--- config.mk ---
export PLATFORM = sky130hd
export DESIGN_NAME = cpu_sequencer_flat
export DESIGN_NICKNAME = d
export VERILOG_FILES = /design/src/rtl/cpu_sequencer_if.sv /design/src/rtl/cpu_sequencer.sv /design/src/flat_wrapper.sv
export SDC_FILE = /design/constraint.sdc
export NUM_CORES = 1
export LEC_CHECK = 0
export CAP_MARGIN = 40
export CELL_PAD_IN_SITES_DETAIL_PLACEMENT = 1
export CELL_PAD_IN_SITES_GLOBAL_PLACEMENT = 1
export CORE_MARGIN = 5
export CORE_UTILIZATION = 29
export CTS_BUF_LIST = sky130_fd_sc_hd__clkbuf_16
export DETAILED_ROUTE_END_ITERATION = 12
export GPL_TIMING_DRIVEN = 0
export PLACE_DENSITY_LB_ADDON = 0.1
export SKIP_CTS_REPAIR_TIMING = 1
export SYNTH_ARGS = -nofsm -noshare
export SYNTH_HDL_FRONTEND = slang
export SYNTH_SLANG_ARGS = --single-unit
--- constraint.sdc ---
create_clock -name clk -period 3.06 [get_ports clk]
set_input_delay 0.612 -clock clk [delete_from_list [all_inputs] [get_ports clk]]
set_output_delay 0.612 -clock clk [all_outputs]
set_load 0.02 [all_outputs]
--- src/rtl/cpu_sequencer_if.sv ---
// cpu_sequencer_if: memory handshake bundle between the sequencer and memory.
//   memData  - read data returned by memory (instruction fetch / load data)
//   mem_ack  - memory completion for the current request
//   mem_req  - request strobe, held until mem_ack
//   mem_we   - 1 = write (STOR), 0 = read
//   addr_sel - address source: 0 = PC, 1 = regA
// master modport = sequencer side, slave modport = memory side.
interface cpu_sequencer_if #(
  parameter int WIDTH = 16
);
  logic [WIDTH-1:0] memData;
  logic             mem_ack;
  logic             mem_req;
  logic             mem_we;
  logic             addr_sel;

  modport master (input memData, mem_ack, output mem_req, mem_we, addr_sel);
  modport slave  (output memData, mem_ack, input mem_req, mem_we, addr_sel);
endinterface

--- src/rtl/cpu_sequencer.sv ---
// cpu_sequencer: multi-cycle control sequencer (FETCH/DECODE/EXEC/MEM/WB).
//   clk        - rising-edge clock
//   reset      - asynchronous active-low reset
//   mem        - memory handshake (cpu_sequencer_if.master)
//   instructionOp/immediate/regAddA/regAddB/flagOp - fields decoded from IR
//   ALUOp..LUIOp - datapath controls, asserted in EXEC / WB
//   state_out  - current state encoding for debug
module cpu_sequencer #(
  parameter int WIDTH = 16
) (
  input  logic                   clk,
  input  logic                   reset,
  cpu_sequencer_if.master        mem,
  output logic [7:0]             instructionOp,
  output logic [7:0]             immediate,
  output logic [3:0]             regAddA,
  output logic [3:0]             regAddB,
  output logic [3:0]             flagOp,
  output logic [3:0]             ALUOp,
  output logic [1:0]             shiftOp,
  output logic [2:0]             busOp,
  output logic                   immMUX,
  output logic                   regWrite,
  output logic                   pcAdd,
  output logic                   pcJump,
  output logic                   pcBranch,
  output logic                   flagWrite,
  output logic                   LUIOp,
  output logic [2:0]             state_out
);

  typedef enum logic [2:0] {
    FETCH  = 3'd0,
    DECODE = 3'd1,
    EXEC   = 3'd2,
    MEM    = 3'd3,
    WB     = 3'd4
  } state_t;

  state_t           state, stateNext;
  logic [WIDTH-1:0] ir;

  logic [3:0] op, rd, ext, rs;
  logic       isLoad, isStor;

  assign op  = ir[15:12];
  assign rd  = ir[11:8];
  assign ext = ir[7:4];
  assign rs  = ir[3:0];

  assign instructionOp = {op, ext};
  assign immediate     = ir[7:0];
  assign regAddA       = rs;
  assign regAddB       = rd;
  assign flagOp        = rd;
  assign state_out     = state;

  assign isLoad = (op == 4'b0100) && (ext == 4'b0000);
  assign isStor = (op == 4'b0100) && (ext == 4'b0100);

  always_ff @(posedge clk or negedge reset) begin
    if (!reset) begin
      state <= FETCH;
      ir    <= '0;
    end else begin
      state <= stateNext;
      if (state == FETCH && mem.mem_ack) ir <= mem.memData;
    end
  end

  // Outputs are qualified by reset so mem_req and controls fall the moment
  // reset goes low, without waiting for an edge.
  always_comb begin
    stateNext    = FETCH;
    mem.mem_req  = 1'b0;
    mem.mem_we   = 1'b0;
    mem.addr_sel = 1'b0;
    ALUOp        = 4'd0;
    shiftOp      = 2'd0;
    busOp        = 3'd0;
    immMUX       = 1'b0;
    regWrite     = 1'b0;
    pcAdd        = 1'b0;
    pcJump       = 1'b0;
    pcBranch     = 1'b0;
    flagWrite    = 1'b0;
    LUIOp        = 1'b0;
    if (reset) begin
      case (state)
        FETCH: begin
          mem.mem_req = 1'b1;
          stateNext   = mem.mem_ack ? DECODE : FETCH;
        end
        DECODE: stateNext = (isLoad || isStor) ? MEM : EXEC;
        EXEC: begin
          stateNext = FETCH;
          case (op)
            4'b0000: begin // R-type ALU
              ALUOp = ext; busOp = 3'd2; regWrite = 1'b1; flagWrite = 1'b1; pcAdd = 1'b1;
            end
            4'b1000: begin // shift
              shiftOp = ext[1:0]; immMUX = ext[2]; busOp = 3'd3; regWrite = 1'b1; pcAdd = 1'b1;
            end
            4'b1111: begin // LUI
              LUIOp = 1'b1; immMUX = 1'b1; busOp = 3'd0; regWrite = 1'b1; pcAdd = 1'b1;
            end
            4'b1100: pcBranch = 1'b1; // Bcond
            4'b0100: begin
              if (ext == 4'b1000) begin // JAL: link PC+1
                busOp = 3'd4; regWrite = 1'b1; pcJump = 1'b1;
              end else if (ext == 4'b1100) begin // Jcond
                pcJump = 1'b1;
              end else begin // unused ext codes behave as NOP
                pcAdd = 1'b1;
              end
            end
            default: begin // immediate ALU, opcode doubles as ALU function
              ALUOp = op; immMUX = 1'b1; busOp = 3'd2; regWrite = 1'b1; flagWrite = 1'b1; pcAdd = 1'b1;
            end
          endcase
        end
        MEM: begin
          mem.mem_req  = 1'b1;
          mem.addr_sel = 1'b1;
          mem.mem_we   = isStor;
          stateNext    = mem.mem_ack ? WB : MEM;
        end
        WB: begin
          stateNext = FETCH;
          pcAdd     = 1'b1;
          if (isLoad) begin
            busOp    = 3'd1;
            regWrite = 1'b1;
          end
        end
        default: stateNext = FETCH;
      endcase
    end
  end

endmodule
--- src/flat_wrapper.sv ---
// flat-port wrapper written by rule: the top's interface ports become plain ports
module cpu_sequencer_flat 
#(
  parameter int WIDTH = 16
)
  (clk, reset, instructionOp, immediate, regAddA, regAddB, flagOp, ALUOp, shiftOp, busOp, immMUX, regWrite, pcAdd, pcJump, pcBranch, flagWrite, LUIOp, state_out, mem_memData, mem_mem_ack, mem_mem_req, mem_mem_we, mem_addr_sel);
  cpu_sequencer_if #(.WIDTH(WIDTH)) mem_i ();
  input  logic clk;
  input  logic reset;
  output logic [7:0] instructionOp;
  output logic [7:0] immediate;
  output logic [3:0] regAddA;
  output logic [3:0] regAddB;
  output logic [3:0] flagOp;
  output logic [3:0] ALUOp;
  output logic [1:0] shiftOp;
  output logic [2:0] busOp;
  output logic immMUX;
  output logic regWrite;
  output logic pcAdd;
  output logic pcJump;
  output logic pcBranch;
  output logic flagWrite;
  output logic LUIOp;
  output logic [2:0] state_out;
  input wire logic [$bits(mem_i.memData)-1:0] mem_memData;
  input wire logic [$bits(mem_i.mem_ack)-1:0] mem_mem_ack;
  output wire logic [$bits(mem_i.mem_req)-1:0] mem_mem_req;
  output wire logic [$bits(mem_i.mem_we)-1:0] mem_mem_we;
  output wire logic [$bits(mem_i.addr_sel)-1:0] mem_addr_sel;
  assign mem_i.memData = mem_memData;
  assign mem_i.mem_ack = mem_mem_ack;
  assign mem_mem_req = mem_i.mem_req;
  assign mem_mem_we = mem_i.mem_we;
  assign mem_addr_sel = mem_i.addr_sel;
  cpu_sequencer #(.WIDTH(WIDTH)) u_core (.clk(clk), .reset(reset), .mem(mem_i), .instructionOp(instructionOp), .immediate(immediate), .regAddA(regAddA), .regAddB(regAddB), .flagOp(flagOp), .ALUOp(ALUOp), .shiftOp(shiftOp), .busOp(busOp), .immMUX(immMUX), .regWrite(regWrite), .pcAdd(pcAdd), .pcJump(pcJump), .pcBranch(pcBranch), .flagWrite(flagWrite), .LUIOp(LUIOp), .state_out(state_out));
endmodule
# == After elaboration in Yosys (flattened, before gate mapping) ==
# Index checks and enable logic that the tools add are counted.
# classes
eq_ne,11
mux,49
n_reduce_logical,11
# ops
operator,n
1-bit 2-to-1 mux,31
"4-bit equality test, second input constant",5
3-bit case mux with 3 select lines,2
3-bit 2-to-1 mux,4
1-bit case mux with 2 select lines,5
"4-bit by 3-bit equality test with 1-bit output, second input constant",2
4-bit logical NOT,2
4-bit 2-to-1 mux,2
4-bit case mux with 2 select lines,1
"3-bit by 2-bit equality test with 1-bit output, second input constant",2
2-bit 2-to-1 mux,3
3-bit case mux with 2 select lines,1
2-bit OR reduction,2
4-bit OR reduction,1
"3-bit by 1-bit equality test with 1-bit output, second input constant",1
"3-bit equality test, second input constant",1
1-bit logical AND,3
3-bit logical NOT,1
3-bit OR reduction,1
1-bit logical OR,1
# totals
regBits,19
inputBits,19
out_inout_bits,50
word_cells,73

# == Depth between registers and ports, before layout ==
# Gate-level depths: netlist of run 1.
# depth
depth_word,6
depth_mapped,4
ltp_nobuf,3

# == Worst setup path after synthesis of run 1 ==
# Ideal clock, no wire load.
# synth_path
path_type,reg-to-output
startpoint,register u_core.ir[15]
endpoint,output port busOp[2]
arrival_ns,1.648
required_ns,2.448
path_slack_ns,0.800
path_stages_with_launch,5
path_buffers,1
path_cell_list,dfrtp_1 clkbuf_1 nor3_1 nand4_1 nor3_1
# synth_between
elab_chain_cells,5
# synth_rtl
element,line,text
start: declaration,cpu_sequencer.sv:41,logic [WIDTH-1:0] ir;
start signal: assignment,cpu_sequencer.sv:67,if (state == FETCH && mem.mem_ack) ir <= mem.memData;
4-bit equality test,cpu_sequencer.sv:97,case (op)
2-bit OR reduction (no source line),n/a,
3-bit case mux with 3 select lines (*),cpu_sequencer.sv:97,
3-bit case mux with 2 select lines (*),cpu_sequencer.sv:89,case (state)
3-bit 2-to-1 mux (*),cpu_sequencer.sv:88,if (reset) begin
end: declaration,flat_wrapper.sv:17,output logic [2:0] busOp;
# Mark *: on every way between the ends. The rest lies on a longest branch, timed or not.

# == Final worst setup path of run 1 ==
# layout_path
startpoint,"register u_core.state[2], in the netlist u_core.state_out[2]"
endpoint,output port flagWrite
# layout_between
elab_chain_cells,3
# layout_rtl
element,line,text
start: declaration,cpu_sequencer.sv:40,"state_t state, stateNext;"
start signal: assignment,cpu_sequencer.sv:66,state <= stateNext;
3-bit by 2-bit equality test with 1-bit output,cpu_sequencer.sv:89,
1-bit 2-to-1 mux,cpu_sequencer.sv:89,
1-bit 2-to-1 mux,cpu_sequencer.sv:88,
end: declaration,flat_wrapper.sv:23,output logic flagWrite;
# No other way between the ends.

==> reports/metrics.cfg, run 1 <==
[setup_path]
worstSetupPathDepth = 5
critPathCaptureType = output port
crit_buf_inv = 3
crit_arrival_ns = 2.27
r2r-end = u_core.ir[7]$_DFFE_PN0N_
critPathTopFamily = buffers and inverters
crit_type = reg2out
rrSetupSlack_ns = 1.24
reg2reg_from = u_core.state_out[0]$_DFF_PN0_
critPathLaunchType = flip-flop
cp_slowest_stage_delay_ns = 0.65
crit_slowest_cell = clkdlybuf4s50_1
r2r_cells = 4
cp_max_fo = 10
crit_chain = buf_2 > nand4bb_1 > clkbuf_1 > a211oi_1 > clkdlybuf4s50_1
cp_data_required_time_ns = 2.45

[clock_tree]
numCtsBuffers = 3
cts_tree = yes
cts.reportedPaths.clkPinSlew_ns = 0.06
clk_path_buf_depth = 2
root_buffer = clkbuf_16
clock-sinks = 19
clock_latency_ns = 0.25
htree_levels = 1

[floorplan]
core-area_um2 = 4000
initial_utilization_pct = 29.9
core.rowCount = 23
io_pins = 69
die_h_um = 74.3
die_x_um = 74.3
die_area_um2 = 5510

[run]
cap_violations = 0

[yosys]
synth_nets = 140
yosys_warnings = 0
ys_ff_latch = 19
synth_cell_type_count = 33
seq_area_frac_synth_pct = 39.7
syn_avg_cell_area_um2 = 9.90
syn_area_um2 = 1200
synth_cells = 121

[route]
routed_wl_um = 4070
drt_iter0_markers = 30
dr.pass1.iters = 3
drc = 0
vias = 1181
wl_per_cell_um = 16.7
final_antenna_net_count = 0
routed_via_density = 4.84

[power_and_ir_drop]
pwr-share-seq_pct = 30.8
p_comb_share_pct = 45.1
clock_power_share_pct = 24.1
leakagePower_uw = 0.000822
intPower_uw = 741
p_per_area_nw_per_um2 = 558
switching_power_uw = 406
ir_drop_uv = 354
swShare_pct = 35.4

[layout]
finalInstanceArea_um2 = 2060
drive_above_1_share_pct = 21.6
fin_cells = 244
diodes = 0
nets = 214
fin_util_pct = 51.4
area_delta_synth_final_pct = 71.7

[sta]
hold_ws_ns = 0.218
hold_viol = 0
fmax_mhz = 347
skew_ns = 0.00525
worst_pin_slew_ns = 0.589
slew_headroom_pct = 60.6
min_period_over_period_pct = 94.2
tns_ns = 0
period_needed_ns = 2.88
setup_viol = 0
slew_viol_final = 0
rsz0062_at_grt = no

[global_routing]
grt_antenna_before_repair = 0
grt_first_pass_wirelength_um = 6490
grt_pass1_vias = 1271
grtUsageTotal_pct = 15.3
grt_start_max_net_pins = 15
overflow = 0

[placement]
io_buffers = 68
place_area_um2 = 1960
gp_congestion = 0.721
hpwl_um = 3220
dp_cells = 240

[status]
outcome = completed

[min_path]
hp-class = in2async

[cells by family after synthesis]
logic type / synth area share [%]
simple gates: 21.8
flops: 39.7
buf+inv: 12.6
mux: 15.0
compound gates: 10.8
[final cells by class]
class                           count  area [um^2]
Timing Repair Buffer               69          693
Tap cell                           50         62.6
Clock buffer                        3         75.1
Inverter                            2         7.51
Fill cell                         453         1940
Multi-Input combinational cell     79          591
Sequential cell                    19          475
Clock inverter                      1         7.51
Buffer                             21          144
[power groups by stage]
stage,Clock (uW),Combinational (uW),Sequential (uW)
4_1_cts,283,521,350
3_5_place_dp,0,518,353
5_1_grt,294,552,363
6_report,276,517,353
2_1_floorplan,0,232,392
3_3_place_gp,0,504,348
[worst max path at each step]
| stage | startpoint | end | slack (ns) |
|---|---|---|---|
| after global placement | reset | flagWrite | -0.82 |
| final | u_core.state_out[2]$_DFF_PN0_ | flagWrite | 0.18 |
| after floorplan | u_core.ir[15]$_DFFE_PN0N_ | busOp[2] | 0.80 |
| after detailed placement | reset | busOp[2] | -0.43 |
| after global routing | u_core.ir[14]$_DFFE_PN0N_ | pcBranch | 0.06 |
| after CTS | reset | busOp[2] | -0.43 |
[cells in the mapped netlist]
| cell type | count | area [um^2] |
|---|---|---|
| a211o_1 | 1 | 8.76 |
| a211oi_1 | 1 | 7.51 |
| a21boi_0 | 1 | 7.51 |
| a21oi_1 | 8 | 40.0 |
| a31oi_1 | 3 | 18.8 |
| and2_1 | 1 | 6.26 |
| and3_1 | 3 | 18.8 |
| and4b_1 | 1 | 10.0 |
| buf_2 | 1 | 5.00 |
| buf_4 | 13 | 97.6 |
| buf_6 | 2 | 22.5 |
| clkbuf_1 | 5 | 18.8 |
| dfrtp_1 | 19 | 475 |
| inv_1 | 2 | 7.51 |
| mux2_2 | 16 | 180 |
| nand2_1 | 8 | 30.0 |
| nand2b_1 | 1 | 6.26 |
| nand3_1 | 4 | 20.0 |
| nand3b_1 | 2 | 15.0 |
| nand4_1 | 2 | 12.5 |
| nand4b_1 | 1 | 8.76 |
| nand4bb_1 | 1 | 11.3 |
| nor2_1 | 4 | 15.0 |
| nor2b_1 | 4 | 25.0 |
| nor3_1 | 4 | 20.0 |
| nor3b_1 | 2 | 15.0 |
| nor4_1 | 1 | 6.26 |
| nor4b_1 | 2 | 17.5 |
| nor4b_4 | 1 | 23.8 |
| o211ai_1 | 1 | 7.51 |
| o21ai_0 | 3 | 15.0 |
| o21bai_1 | 2 | 15.0 |
| o2bb2ai_1 | 1 | 8.76 |
[stage by stage]
| step | power, uW | setup slack (ns) |
|---|---|---|
| 2_1_floorplan | 624 | 0.800 |
| 3_5_place_dp | 870 | -0.427 |
| 6_report | 1150 | 0.177 |
| 3_3_place_gp | 851 | -0.818 |
| 5_1_grt | 1210 | 0.0591 |
| 4_1_cts | 1150 | -0.426 |
[per-layer routing]
layer / GRT usage [%] / wire, um
met3: 5.27 / 256
met4: 1.19 / 0
met1: 17.3 / 1600
met5: 0 / 0
met2: 28.8 / 2210
[flip-flops by register name, indices dropped and copies added, names as in the netlist]
name	flops
u_core.ir	16
u_core.state_out	3
[placed cells by master, fill, tap and decap left out, drive strengths merged, types with 8 or more instances in the layout]
master / count
dfrtp: 19
clkdlybuf4s50: 66
nand2: 8
a21oi: 8
clkbuf: 9
mux2: 16
buf: 17
Note: power is estimated with default switching activity, not from simulation.
==> run 2, diff against run 1 <==
--- a/config.mk
+++ b/config.mk
@@ -5,11 +5,12 @@
 export SDC_FILE = /design/constraint.sdc
 export NUM_CORES = 1
 export LEC_CHECK = 0
+export ABC_AREA = 1
 export CAP_MARGIN = 40
 export CELL_PAD_IN_SITES_DETAIL_PLACEMENT = 1
 export CELL_PAD_IN_SITES_GLOBAL_PLACEMENT = 1
 export CORE_MARGIN = 5
-export CORE_UTILIZATION = 29
+export CORE_UTILIZATION = 27
 export CTS_BUF_LIST = sky130_fd_sc_hd__clkbuf_16
 export DETAILED_ROUTE_END_ITERATION = 12
 export GPL_TIMING_DRIVEN = 0
==> reports/metrics.cfg, run 2 <==
[floorplan]
die_area_um2 = 5810  ; +5.3%
core-area_um2 = 4290  ; +7.4%
die_h_um = 76.2  ; +2.6%
core.rowCount = 24  ; +4.3%
die_x_um = 76.2  ; +2.6%
initial_utilization_pct = 27.6  ; -2.4 points
io_pins = 69  ; unchanged

[placement]
preCtsSetupSlack_ns = -0.202  ; +0.225 ns
hpwl_um = 3290  ; +1.9%
io_buffers = 68  ; unchanged
gp_congestion = 0.870  ; +21%

[sta]
skew_ns = 0.00445  ; -0.000796 ns
rsz0062_at_grt = no
fin_ws_ns = 0.210  ; +0.0334 ns
period_needed_ns = 2.85  ; -0.0334 ns
hold_viol = 0  ; unchanged
setup_viol = 0  ; unchanged
slew_viol_final = 0  ; unchanged
worst_pin_slew_ns = 0.434  ; -0.155 ns
slew_headroom_pct = 70.8  ; +10 points
fmax_mhz = 351  ; +1.2%
min_period_over_period_pct = 93.1  ; -1.1 points

[layout]
area_delta_synth_final_pct = 71.2
fin_util_pct = 47.2  ; -4.2 points
drive_above_1_share_pct = 15.6  ; -6.0 points
regArea_um2 = 475  ; unchanged
multi_input_area_um2 = 512  ; -13%
filler_cell_count = 540  ; +19%
final_cell_mix = 67 x clkdlybuf4s50_1, 51 x nand2_1, 19 x dfrtp_1, 18 x nor2_1, 15 x inv_1
largest_reg_flops = 16  ; unchanged
final_common_cell = clkdlybuf4s50_1
diodes = 0  ; unchanged
top_register = u_core.ir
nets = 257  ; +20%

[yosys]
yosys_warnings = 0  ; unchanged
seq_area_frac_synth_pct = 40.2  ; +0.46 points
syn_avg_cell_area_um2 = 7.22  ; -27%
synth_nets = 183  ; +31%
syn_area_um2 = 1180  ; -1.1%
synth_cell_type_count = 19  ; -42%
synth_most_common_cell = nand2_1
synthArstFlopShare_pct = 100  ; unchanged
synth_flop_cell = dfrtp_1
synth_enable_flop_cells = 0  ; unchanged
synthTopCellsByCount = 51 x nand2_1, 19 x dfrtp_1, 18 x nor2_1, 15 x inv_1, 12 x buf_4
synth_cells = 164  ; +36%
yosys.area.top_type_share_pct = 40.2  ; +0.46 points
synth_top_area_cell = dfrtp_1
ys_ff_latch = 19  ; unchanged
synth_area_leaders = dfrtp_1 40%, nand2_1 16%, buf_4 7.6%, nor2_1 5.7%, inv_1 4.8%

[setup_path]
critPathLaunchType = primary input
cp_data_required_time_ns = 2.45  ; about the same
cp_max_fo = 17  ; +7
crit_arrival_ns = 2.24  ; -0.03 ns
crit_type = in2out
critPathCaptureType = output port

[global_routing]
grt_start_max_net_pins = 18  ; +3
grt_antenna_before_repair = 0  ; unchanged
grt_first_pass_wirelength_um = 6780  ; +4.5%
grt_pass1_vias = 1462  ; +15%
overflow = 0  ; unchanged
grtUsageTotal_pct = 13.6  ; -1.7 points

[min_path]
hp-class = in2async

[clock_tree]
htree_levels = 1  ; unchanged
numCtsBuffers = 3  ; unchanged
root_buffer = clkbuf_16
clk_path_buf_depth = 2  ; unchanged
clock_latency_ns = 0.25  ; about the same
cts_tree = yes
cts.reportedPaths.clkPinSlew_ns = 0.06  ; about the same
clock-sinks = 19  ; unchanged

[route]
final_antenna_net_count = 0  ; unchanged
vias = 1304  ; +10%
routed_via_density = 4.51  ; -6.8%
wl_per_cell_um = 13.6  ; -19%
routed_wl_um = 3920  ; -3.6%
drt_iter0_markers = 41  ; +37%
dr.pass1.iters = 4  ; +1
drc = 0  ; unchanged

[power_and_ir_drop]
ir_drop_uv = 304  ; -14%
p_per_area_nw_per_um2 = 493  ; -12%
design_power_total_uw = 1000  ; -13%
leakagePower_uw = 0.000928  ; +13%

[status]
outcome = completed

[run]
cap_violations = 0  ; unchanged

==> run 2: changes by cell type after synthesis, moves of 5 or more <==
cell      change
nand2_2       +6
nor2_1       +14
nand2_1      +43
clkbuf_1      -5
inv_1        +13
mux2_2       -16
==> run 2: critical path, stage by stage <==
cell	delay, ns
dlymetal6s2s_1	0.28
buf_8	0.23
inv_1	0.14
nor2_1	0.15
inv_1	0.09
o31ai_1	0.08
clkdlybuf4s50_1	0.65
==> run 2: cell type report <==
class,instances,area share (%)
Inverter,18,3.33
Timing Repair Buffer,69,34.4
Clock inverter,1,0.247
Clock buffer,3,3.70
Sequential cell,19,23.5
Tap cell,52,3.21
Multi-Input combinational cell,111,25.2
Buffer,16,6.36
==> run 2: cells by family after synthesis <==
group / count (synthesis) / share of synthesized area [%]
and+or+nand+nor: 93 / 34.1
AOI/OAI and AO/OA: 18 / 9.09
DFF: 19 / 40.2
buffers and inverters: 34 / 16.6
==> run 2: metal layers <==
layer / vias to the layer above / part of all wire [%] / global-route usage [%]
met5: - / 0 / 0
met4: 0 / 0.48 / 2.62
met3: 2 / 8.8 / 5.44
met2: 41 / 53 / 26.0
met1: 615 / 38 / 13.7
li1: 646 / - / -
==> run 2: path summary, 6_finish.rpt <==
kind,from,endpoint,slack (ns),depth (start not counted)
max in group asynchronous,reset,u_core.ir[12]$_DFFE_PN0N_,2.39,2
setup / recovery,reset,mem_mem_req,0.21,7
min in group clk,u_core.ir[3]$_DFFE_PN0N_,u_core.ir[3]$_DFFE_PN0N_,0.51,2
hold / removal,reset,u_core.ir[3]$_DFFE_PN0N_,0.24,1
hold reg to reg,u_core.ir[3]$_DFFE_PN0N_,u_core.ir[3]$_DFFE_PN0N_,0.51,2
setup reg to reg,u_core.state_out[1]$_DFF_PN0_,u_core.ir[4]$_DFFE_PN0N_,1.68,5
==> run 2: through the flow <==
stage / area, um^2 / TNS (ns) / hold WS, ns / std cells
6_report: 2030 / 0 / 0.239 / 289
3_3_place_gp: 1930 / -8.91 / 0.485 / 284
2_1_floorplan: 1180 / 0 / 0.316 / 164
3_5_place_dp: 1940 / -1.14 / 0.497 / 285
5_1_grt: 2030 / 0 / 0.263 / 289
4_1_cts: 2020 / -1.16 / 0.516 / 289
==> run 2: power breakdown <==
part	total, uW	switching (uW)	internal [uW]
logic	405	209	195
registers	322	37.0	285
clock network	273	97.3	175
total	1000	344	656
